[src/rtl/adc_scan_sequencer.sv]
// Channel-scan controller for an 8-ch 12-bit SPI ADC using 16-clock frames.
// Defining ADC_SHADOW_REGS_EN adds a per-channel shadow result bank with fresh flags.
module adc_scan_sequencer #(
   parameter int unsigned CLK_DIV = 25
) (
   input  logic        clk_clk,
   input  logic        reset_reset,
   input  logic        start,
   input  logic        continuous,
   input  logic [7:0]  ch_mask,
   output logic        busy,
   output logic        result_valid,
   output logic [2:0]  result_ch,
   output logic [11:0] result_data,
   output logic        adc_sclk,
   output logic        adc_cs_n,
   output logic        adc_din,
   input  logic        adc_dout
`ifdef ADC_SHADOW_REGS_EN
   ,
   input  logic [2:0]  rd_addr,
   input  logic        rd_ack,
   output logic [11:0] rd_data,
   output logic [7:0]  rd_fresh
`endif
);

   typedef enum logic [1:0] {
      ST_IDLE  = 2'd0,
      ST_SETUP = 2'd1,
      ST_SHIFT = 2'd2,
      ST_HOLD  = 2'd3
   } state_t;

   localparam logic [7:0] DIV_LAST = 8'(CLK_DIV - 1);

   state_t      state_q;
   logic [7:0]  div_q, div_d;
   logic        tick_s;
   logic [4:0]  half_q;
   logic [11:0] sr_q;
   logic [7:0]  pend_q;
   logic [2:0]  first_ch_q, cur_ch_q, prev_ch_q;
   logic        prime_q, last_q, bit_done_q;
   logic        busy_q, rv_q, sclk_q, cs_n_q, din_q;
   logic [2:0]  rch_q;
   logic [11:0] rdata_q;
   logic [2:0]  mask_low_s, pend_low_s;
   logic [7:0]  mask_rest_s, pend_rest_s;
   logic [3:0]  next_bit_s;

   function automatic logic [2:0] lowest_ch(input logic [7:0] m);
      logic [2:0] ch;
      ch = 3'd0;
      for (int i = 7; i >= 0; i--) begin
         ch = m[i] ? 3'(i) : ch;
      end
      return ch;
   endfunction

   // Address bits a2..a0 occupy frame bits 2..4; all other DIN bits are zero.
   function automatic logic addr_bit(input logic [2:0] ch, input logic [3:0] idx);
      logic b;
      case (idx)
         4'd2:    b = ch[2];
         4'd3:    b = ch[1];
         4'd4:    b = ch[0];
         default: b = 1'b0;
      endcase
      return b;
   endfunction

   always_comb begin
      tick_s = (state_q != ST_IDLE) && (div_q == DIV_LAST);
      if ((state_q == ST_IDLE) || tick_s) begin
         div_d = 8'd0;
      end else begin
         div_d = div_q + 8'd1;
      end
      mask_low_s  = lowest_ch(ch_mask);
      mask_rest_s = ch_mask & ~(8'd1 << mask_low_s);
      pend_low_s  = lowest_ch(pend_q);
      pend_rest_s = pend_q & ~(8'd1 << pend_low_s);
      next_bit_s  = half_q[4:1] + 4'd1;
   end

   always_ff @(posedge clk_clk) begin
      if (reset_reset) begin
         state_q    <= ST_IDLE;
         div_q      <= 8'd0;
         half_q     <= 5'd0;
         sr_q       <= 12'd0;
         pend_q     <= 8'd0;
         first_ch_q <= 3'd0;
         cur_ch_q   <= 3'd0;
         prev_ch_q  <= 3'd0;
         prime_q    <= 1'b0;
         last_q     <= 1'b0;
         bit_done_q <= 1'b0;
         busy_q     <= 1'b0;
         rv_q       <= 1'b0;
         rch_q      <= 3'd0;
         rdata_q    <= 12'd0;
         sclk_q     <= 1'b1;
         cs_n_q     <= 1'b1;
         din_q      <= 1'b0;
      end else begin
         div_q      <= div_d;
         rv_q       <= 1'b0;
         bit_done_q <= 1'b0;
         // The prime frame's conversion belongs to no requested channel.
         if (bit_done_q && !prime_q) begin
            rv_q    <= 1'b1;
            rch_q   <= prev_ch_q;
            rdata_q <= sr_q;
         end
         case (state_q)
            ST_IDLE: begin
               if (start && (ch_mask != 8'd0)) begin
                  state_q    <= ST_SETUP;
                  busy_q     <= 1'b1;
                  cs_n_q     <= 1'b0;
                  sclk_q     <= 1'b1;
                  first_ch_q <= mask_low_s;
                  cur_ch_q   <= mask_low_s;
                  pend_q     <= mask_rest_s;
                  prime_q    <= 1'b1;
                  last_q     <= 1'b0;
               end
            end
            ST_SETUP: begin
               if (tick_s) begin
                  state_q <= ST_SHIFT;
                  half_q  <= 5'd0;
                  sclk_q  <= 1'b0;
                  din_q   <= addr_bit(cur_ch_q, 4'd0);
               end
            end
            ST_SHIFT: begin
               if (tick_s) begin
                  if (!half_q[0]) begin
                     sclk_q     <= 1'b1;
                     sr_q       <= {sr_q[10:0], adc_dout};
                     bit_done_q <= (half_q == 5'd30);
                     half_q     <= half_q + 5'd1;
                  end else if (half_q == 5'd31) begin
                     state_q <= ST_HOLD;
                     cs_n_q  <= 1'b1;
                     sclk_q  <= 1'b1;
                     din_q   <= 1'b0;
                  end else begin
                     sclk_q <= 1'b0;
                     din_q  <= addr_bit(cur_ch_q, next_bit_s);
                     half_q <= half_q + 5'd1;
                  end
               end
            end
            ST_HOLD: begin
               if (tick_s) begin
                  if (!last_q) begin
                     state_q   <= ST_SETUP;
                     cs_n_q    <= 1'b0;
                     prev_ch_q <= cur_ch_q;
                     prime_q   <= 1'b0;
                     // Once the list is exhausted, re-address the first channel to flush the pipeline.
                     if (pend_q != 8'd0) begin
                        cur_ch_q <= pend_low_s;
                        pend_q   <= pend_rest_s;
                     end else begin
                        cur_ch_q <= first_ch_q;
                        last_q   <= 1'b1;
                     end
                  end else if (continuous && (ch_mask != 8'd0)) begin
                     state_q    <= ST_SETUP;
                     cs_n_q     <= 1'b0;
                     first_ch_q <= mask_low_s;
                     cur_ch_q   <= mask_low_s;
                     pend_q     <= mask_rest_s;
                     prime_q    <= 1'b1;
                     last_q     <= 1'b0;
                  end else begin
                     state_q <= ST_IDLE;
                     busy_q  <= 1'b0;
                  end
               end
            end
            default: begin
               state_q <= ST_IDLE;
            end
         endcase
      end
   end

   assign busy         = busy_q;
   assign result_valid = rv_q;
   assign result_ch    = rch_q;
   assign result_data  = rdata_q;
   assign adc_sclk     = sclk_q;
   assign adc_cs_n     = cs_n_q;
   assign adc_din      = din_q;

`ifdef ADC_SHADOW_REGS_EN
   logic [11:0] bank_q [8];
   logic [7:0]  fresh_q;

   // A new result outranks a same-cycle acknowledge of that channel.
   always_ff @(posedge clk_clk) begin
      if (reset_reset) begin
         for (int i = 0; i < 8; i++) begin
            bank_q[i] <= 12'd0;
         end
         fresh_q <= 8'd0;
      end else begin
         for (int i = 0; i < 8; i++) begin
            if (rv_q && (rch_q == 3'(i))) begin
               bank_q[i]  <= rdata_q;
               fresh_q[i] <= 1'b1;
            end else if (rd_ack && (rd_addr == 3'(i))) begin
               fresh_q[i] <= 1'b0;
            end
         end
      end
   end

   assign rd_data  = bank_q[rd_addr];
   assign rd_fresh = fresh_q;
`endif

endmodule

[config.mk]
export PLATFORM = sky130hd
export DESIGN_NAME = adc_scan_sequencer
export DESIGN_NICKNAME = d
export VERILOG_FILES = /design/src/rtl/adc_scan_sequencer.sv
export SDC_FILE = /design/constraint.sdc
export NUM_CORES = 1
export LEC_CHECK = 0
export ABC_AREA = 1
export CAP_MARGIN = 30
export CORE_MARGIN = 4
export CORE_UTILIZATION = 56
export DETAILED_ROUTE_END_ITERATION = 10
export PLACE_DENSITY = 0.79
export SLEW_MARGIN = 0
export SYNTH_ARGS = -nofsm -noshare
export SYNTH_HDL_FRONTEND = slang
export SYNTH_SLANG_ARGS = --single-unit
[constraint.sdc]
create_clock -name clk_clk -period 2.07 [get_ports clk_clk]
set_clock_uncertainty 0.15 [all_clocks]
set_input_delay 0.207 -clock clk_clk [delete_from_list [all_inputs] [get_ports clk_clk]]
set_output_delay 0.207 -clock clk_clk [all_outputs]
set_load 0.01 [all_outputs]
==> impl_metrics.json, run 1 <==
{
  "status": "complete, no violations",
  "final_hold_viol_count": 0,
  "gp_congestion": 0.8327,
  "period_minus_slack_ps": 1929,
  "synth_seq_cells": 67,
  "post-route-cell-area_mm2": 0.003961,
  "slew_headroom": 0.5945,
  "synth.net_count": 466,
  "worstSetupPathType": "flop to flop",
  "die_w_um": 83.94,
  "syn2layout_area_growth_pct": 22.67,
  "critPathArrivalTime_ps": 2040,
  "wl_per_cell_um": 12.56,
  "max_stage_delay_ps": 330,
  "cts_made_buffers": 9,
  "synth_adder_area_share": 0.03487,
  "irDropWorstVdd_mv": 0.7178,
  "core_area_mm2": 0.005540,
  "io_buffers": 32,
  "synth_top_family_by_area": "simple AND/OR/NAND/NOR gates",
  "cap_violations": 0,
  "p_per_area_mw_per_mm2": 1098,
  "avgSynthCellArea_um2": 7.273,
  "cts_tree": "built",
  "synth.distinct_cells": 36,
  "initial_core_util": 0.5829,
  "die_height_um": 83.94,
  "cts_sinks": 67,
  "finalSetupViolations": 0,
  "die_area_mm2": 0.007046,
  "clock_path_buffers": 2,
  "grt_pass1_vias": 2885,
  "grt_pass1_wl_um": 12210,
  "path_clk_slew_ps": 70,
  "yosys.area_share.simple": 0.2646,
  "syn-cell-area_mm2": 0.003229,
  "cts_hold_buf": 0,
  "drc": 0,
  "placed_area_mm2": 0.003666,
  "clk_latency_ps": 340,
  "synth-xor-area-share": 0.008136,
  "crit_path_end_kind": "flop",
  "antennaDiodeCount": 0,
  "rows": 27,
  "path_max_fanout": 10,
  "slowest_stage": "dfxtp_1",
  "synth_edf_count": 0,
  "synth-compound-area-share": 0.1821,
  "yosysSeqAreaShare": 0.4153,
  "grt_usage": 0.2095,
  "io_pins": 33,
  "placedCellCount": 545,
  "slew_viol_final": 0,
  "synthArstFlopShare": 0,
  "synth_warnings": 0,
  "crit_chain": "inv_1 > ha_1 > nand2_1 > nor2_4 > nand3_4 > nor3_4 > buf_6 > o21ai_0 > a21oi_1",
  "power.leakage_nw": 1.624,
  "antenna_found_initial": 0,
  "vias": 2999,
  "drive_above_1_share": 0.1077,
  "final_cell_mix": "nand2_1, dfxtp_1, inv_1",
  "cp.required_ps": 2180,
  "worst_pin_slew_ps": 602.8,
  "synth_ff_type": "dfxtp_1",
  "drt_wl_total_um": 7085,
  "first_pass_iters": 5,
  "ant_nets": 0,
  "hpwl_um": 4937,
  "setup_tns_ps": 0,
  "syn_inst": 444,
  "ctsHtreeMaxLevel": 3,
  "layout.nets": 509,
  "final_common_cell": "nand2_1",
  "crit_path_start_kind": "flop",
  "max_freq_ghz": 0.5184,
  "overflow": 0,
  "stdcell_count": 564,
  "avgViaCountPerCell": 5.317,
  "grt_max_degree": 41,
  "clock-root-buffer": "clkbuf_8",
  "post-route-period-util": 0.9319,
  "first_iter_violations": 136,
  "min_path_type": "flop to flop",
  "muxShareOfSynthArea": 0.003100
}
critical path: cells and delay by family, from the launching register on:
kind	cells	cell delay, ps
AOI/OAI and AO/OA	2	270
buffers and inverters	2	270
DFF	1	330
adders and majority gates	1	170
and+or+nand+nor	4	650
synthesized netlist by cell type, types with 3 or more instances:
cell      count  area share
a21oi_1      53       0.082
clkbuf_1      9       0.010
dfxtp_1      67        0.42
ha_1          9       0.035
inv_1        61       0.071
inv_2         4      0.0046
nand2_1      85       0.099
nand3_1      23       0.036
nand4_1       7       0.014
nor2_1       31       0.036
nor2_8        3       0.019
nor3_1        9       0.014
o21ai_0      48       0.074
o21ai_1       6      0.0093
flip-flops by register name, summed over array words and instances (netlist names):
| signal | flops |
|---|---|
| adc_cs_n | 1 |
| adc_din | 1 |
| adc_sclk | 1 |
| bit_done_q | 1 |
| busy | 1 |
| cur_ch_q | 3 |
| div_q | 8 |
| first_ch_q | 3 |
| half_q | 5 |
| last_q | 1 |
| pend_q | 8 |
| prev_ch_q | 3 |
| prime_q | 1 |
| result_ch | 3 |
| result_data | 12 |
| result_valid | 1 |
| sr_q | 12 |
| state_q | 2 |
layout make-up:
type | count | area [um2]
clock inverters | 7 | 123.9
multi-input cells | 300 | 1610
clock buffers | 9 | 123.9
well taps | 72 | 90.09
fillers | 481 | 1579
flip-flops and latches | 67 | 1346
repair buffers | 43 | 416.7
inverters | 66 | 250.2
per-stage QoR:
step	power (mW)	hold WS, ps	utilization	setup WS [ps]
after floorplan	2.647	224.8	-	347.0
after global placement	2.962	276.0	0.6617	111.8
after detailed placement	3.003	283.9	0.6617	40.29
after CTS	4.347	302.8	0.7064	34.55
after global routing	4.662	318.0	0.7150	-14.42
final	4.349	298.8	0.7150	140.9
logic make-up (layout without fill, tap and decap cells):
| group | Yosys count | after routing |
|---|---|---|
| buffers and inverters | 77 | 125 |
| adders and majority gates | 9 | 9 |
| AOI/OAI and AO/OA | 114 | 114 |
| and+or+nand+nor | 173 | 173 |
| muxes | 1 | 1 |
| DFF | 67 | 67 |
| xor gates and xnor gates | 3 | 3 |
layer usage:
layer  share of wire  up-vias  global-route usage
met1            0.44     1363              0.2425
met4           0.021        0             0.09357
met3           0.045       15             0.04344
met2            0.49       72              0.3695
met5               0        -                   0
li1                -     1549                   -
power by group:
| group | internal, mW | total [mW] | switching, mW | leakage, nW |
|---|---|---|---|---|
| registers | 1.44 | 1.56 | 0.125 | 0.545 |
| logic | 0.518 | 1.45 | 0.928 | 0.959 |
| clock network | 0.810 | 1.34 | 0.532 | 0.120 |
| total | 2.76 | 4.35 | 1.58 | 1.62 |
repair_timing:
item                       in CTS  in global routing
buffers inserted                0                  2
gates resized for setup         0                 11
setup endpoints to repair       0                 19
final timing paths:
| path | startpoint | to | slack (ps) | cells after the start |
|---|---|---|---|---|
| max | div_q[0]$_SDFF_PP0_ | sr_q[2]$_SDFFE_PP0P_ | 140 | 9 |
| max reg2reg | div_q[0]$_SDFF_PP0_ | sr_q[2]$_SDFFE_PP0P_ | 140 | 9 |
| min reg2reg | div_q[0]$_SDFF_PP0_ | div_q[0]$_SDFF_PP0_ | 300 | 1 |
| min | div_q[0]$_SDFF_PP0_ | div_q[0]$_SDFF_PP0_ | 300 | 1 |
Power figures use the tool's default switching activity.
==> run 2, diff against run 1 <==
ABC_AREA = unset   (was 1)
CORE_UTILIZATION = 60   (was 56)
DONT_BUFFER_PORTS = 1   (was unset)
PLACE_DENSITY = 0.76   (was 0.79)
==> run 2 against run 1 <==
- the run now ends with setup timing left
- first-iteration DRC count up 46%
- total power down 16%
- clock-buffer cell count unchanged
- largest cell class unchanged
==> impl_metrics.json, run 2 <==
{
  "first_pass_iters": 5,
  "core_area_mm2": 0.005107,
  "crit_chain": "ha_4 > and3_4 > ha_4 > or4b_1 > or4_4 > a21oi_2",
  "holdPathStages": 2,
  "synth_edf_count": 0,
  "final_util": 0.7915,
  "wl_per_cell_um": 15.75,
  "path_max_fanout": 2,
  "synth.net_count": 415,
  "slowest_stage": "or4_4",
  "cts_tree": "built",
  "antennaDiodeCount": 0,
  "clk_latency_ps": 350,
  "rows": 26,
  "r2r_slack_ps": -90,
  "setup_ws_ps": -87.20,
  "netlist_top_cells_area": "dfxtp_1, nand2_1, a21oi_1",
  "clock_path_buffers": 2,
  "die_height_um": 80.69,
  "die_area_mm2": 0.006511,
  "first_iter_violations": 198,
  "synth_adder_area_share": 0.03552,
  "critPathBufInv": 0,
  "period_minus_slack_ps": 2157,
  "slew_viol_final": 0,
  "drc": 0,
  "max_stage_delay_ps": 530,
  "cp_common_cell": "ha_4",
  "layout.nets": 464,
  "synthArstFlopShare": 0,
  "yosys.area_share.simple": 0.2466,
  "holdPathEnd": "pend_q[7]$_SDFFE_PP0P_",
  "finalSetupViolations": 2,
  "clock-root-buffer": "clkbuf_8",
  "ctsHtreeMaxLevel": 3,
  "synth.distinct_cells": 62,
  "crit_start": "half_q[0]$_SDFFE_PP0P_",
  "grt_usage": 0.2546,
  "path_delay_family": "simple AND/OR/NAND/NOR gates",
  "worst_r2r_endpoint": "adc_din$_SDFFE_PP0P_",
  "grt_pass1_vias": 2934,
  "drive_above_1_share": 0.1973,
  "crit_path_end_kind": "flop",
  "wl_met1_um": 3334,
  "violations": "setup timing",
  "drt_wl_total_um": 8125,
  "path_clk_slew_ps": 70,
  "antenna_found_initial": 0,
  "synth_seq_cells": 67,
  "initial_core_util": 0.6208,
  "grt_max_degree": 59,
  "gp_congestion": 0.8672,
  "avgSynthCellArea_um2": 8.068,
  "synth-xor-area-share": 0.01105,
  "met3_wirelength_um": 547,
  "p_clk_frac": 0.254,
  "yosysSeqAreaShare": 0.4230,
  "syn-cell-area_mm2": 0.003171,
  "power.leakage_nw": 1.523,
  "max_freq_ghz": 0.4636,
  "synth_top_cells_by_count": "nand2_1, dfxtp_1, a21oi_1, nor2_1, o21ai_0",
  "final_cell_mix": "nand2_1, dfxtp_1, a21oi_1",
  "combPwrFrac": 0.333,
  "critPathArrivalTime_ps": 2290,
  "hpwl_um": 5015,
  "intPower_mw": 2.400,
  "ant_nets": 0,
  "final_common_cell": "nand2_1",
  "worstSetupPathType": "flop to flop",
  "min_path_type": "primary input to flop",
  "min_from": "reset_reset",
  "die_w_um": 80.69,
  "synth_warnings": 0,
  "syn_inst": 393,
  "post-route-period-util": 1.042,
  "slew_headroom": 0.7090,
  "cts_made_buffers": 9,
  "fillers": 343,
  "cap_violations": 0,
  "synth_ff_type": "dfxtp_1",
  "placedCellCount": 469,
  "timing.rr.start": "half_q[0]$_SDFFE_PP0P_",
  "io_buffers": 0,
  "avgViaCountPerCell": 5.917,
  "wl_met2_um": 4093,
  "topRoutingLayerUsed": "met4",
  "cts_sinks": 67,
  "synth_top_family_by_area": "simple AND/OR/NAND/NOR gates",
  "overflow": 0,
  "cp.required_ps": 2200,
  "io_pins": 33,
  "worst_r2r_path_depth": 6,
  "swShare": 0.3455,
  "grt_setup_unrepaired": "true",
  "syn2layout_area_growth_pct": 27.51,
  "p_per_area_mw_per_mm2": 906.9,
  "yosysMostFrequentCell": "nand2_1",
  "muxShareOfSynthArea": 0.01934,
  "switching_power_mw": 1.267,
  "grt_pass1_wl_um": 12820,
  "final_hold_viol_count": 0,
  "irDropWorstVdd_mv": 0.5630,
  "stdcell_count": 516,
  "regArea_mm2": 0.001351,
  "pwr-share-seq": 0.412,
  "worst_pin_slew_ps": 430.6,
  "yosysTopAreaCell": "dfxtp_1",
  "vias": 3053,
  "multi_input_area_mm2": 0.001871,
  "crit_path_start_kind": "flop",
  "synth-compound-area-share": 0.2210,
  "netlist.area_leader.share": 0.4230,
  "status": "finished, violations left"
}
[run 2: cell count changes after synthesis, moves of 5 or more]
cell | previous run | this run
o21ai_0 | 48 | 13
buf_1 | 0 | 5
inv_1 | 61 | 12
a21oi_1 | 53 | 46
nand3_1 | 23 | 9
or3_1 | 0 | 5
nand2b_1 | 0 | 7
nand4_1 | 7 | 2
nor2b_1 | 0 | 6
o22ai_1 | 0 | 5
nand2_1 | 85 | 78
[run 2: area by class of cell]
type | count | share of cell area
sequential | 67 | 0.3343
timing repair buffer | 57 | 0.1284
clock buffer | 9 | 0.03064
tap | 70 | 0.02167
multi-input combinational | 295 | 0.4627
inverter | 12 | 0.01176
clock inverter | 6 | 0.01052
[run 2: cells by family after synthesis]
group | count (synthesis)
xor+xnor | 4
fa+ha+maj | 9
mux | 6
flops | 67
buf+inv | 31
simple gates | 169
compound gates | 107
[run 2: repair_timing]
item / 4_1_cts / 5_1_grt
hold endpoints to repair: 58 / 35
setup buffers: 1 / 2
endpoints found under the setup margin: 9 / 37
hold buffers: 25 / 3
resized for setup: 1 / 37
cloned: 0 / 1
pin swaps: 2 / 2
[run 2: metal layers]
metal  up-vias  GRT usage
li1       1486          -
met1      1410     0.2922
met2       137     0.4421
met3        20    0.06614
met4         0     0.1115
met5         -          0
[run 2: worst max path at each step]
stage / endpoint / slack [ps] / cells past startpoint
global route: adc_din$_SDFFE_PP0P_ / -130 / 6
floorplan: adc_din$_SDFFE_PP0P_ / -50 / 6
CTS: adc_din$_SDFFE_PP0P_ / -40 / 6
finish: adc_din$_SDFFE_PP0P_ / -90 / 6
detailed placement: adc_din$_SDFFE_PP0P_ / -70 / 6
global placement: adc_din$_SDFFE_PP0P_ / -40 / 6
[run 2: stage by stage]
stage / hold WS, ps / cell area, um2 / power [mW] / worst slack, ps / TNS (ps)
2_1_floorplan: 193.0 / 3216 / 2.166 / -54.98 / -54.98
4_1_cts: -240.0 / 3824 / 3.365 / -39.66 / -39.66
3_3_place_gp: 132.0 / 3398 / 2.399 / -44.23 / -44.23
3_5_place_dp: 136.4 / 3398 / 2.420 / -66.63 / -72.79
5_1_grt: -3.456 / 4043 / 3.858 / -127.9 / -602.2
6_report: 6.152 / 4043 / 3.666 / -87.20 / -102.2
[run 2: power by group through the flow]
stage / Clock (mW) / Sequential (mW) / Combinational, mW
after CTS: 0.945 / 1.49 / 0.930
after global routing: 1.01 / 1.52 / 1.33
after global placement: 0 / 1.51 / 0.887
after detailed placement: 0 / 1.52 / 0.901
after floorplan: 0 / 1.49 / 0.680
final: 0.932 / 1.51 / 1.22
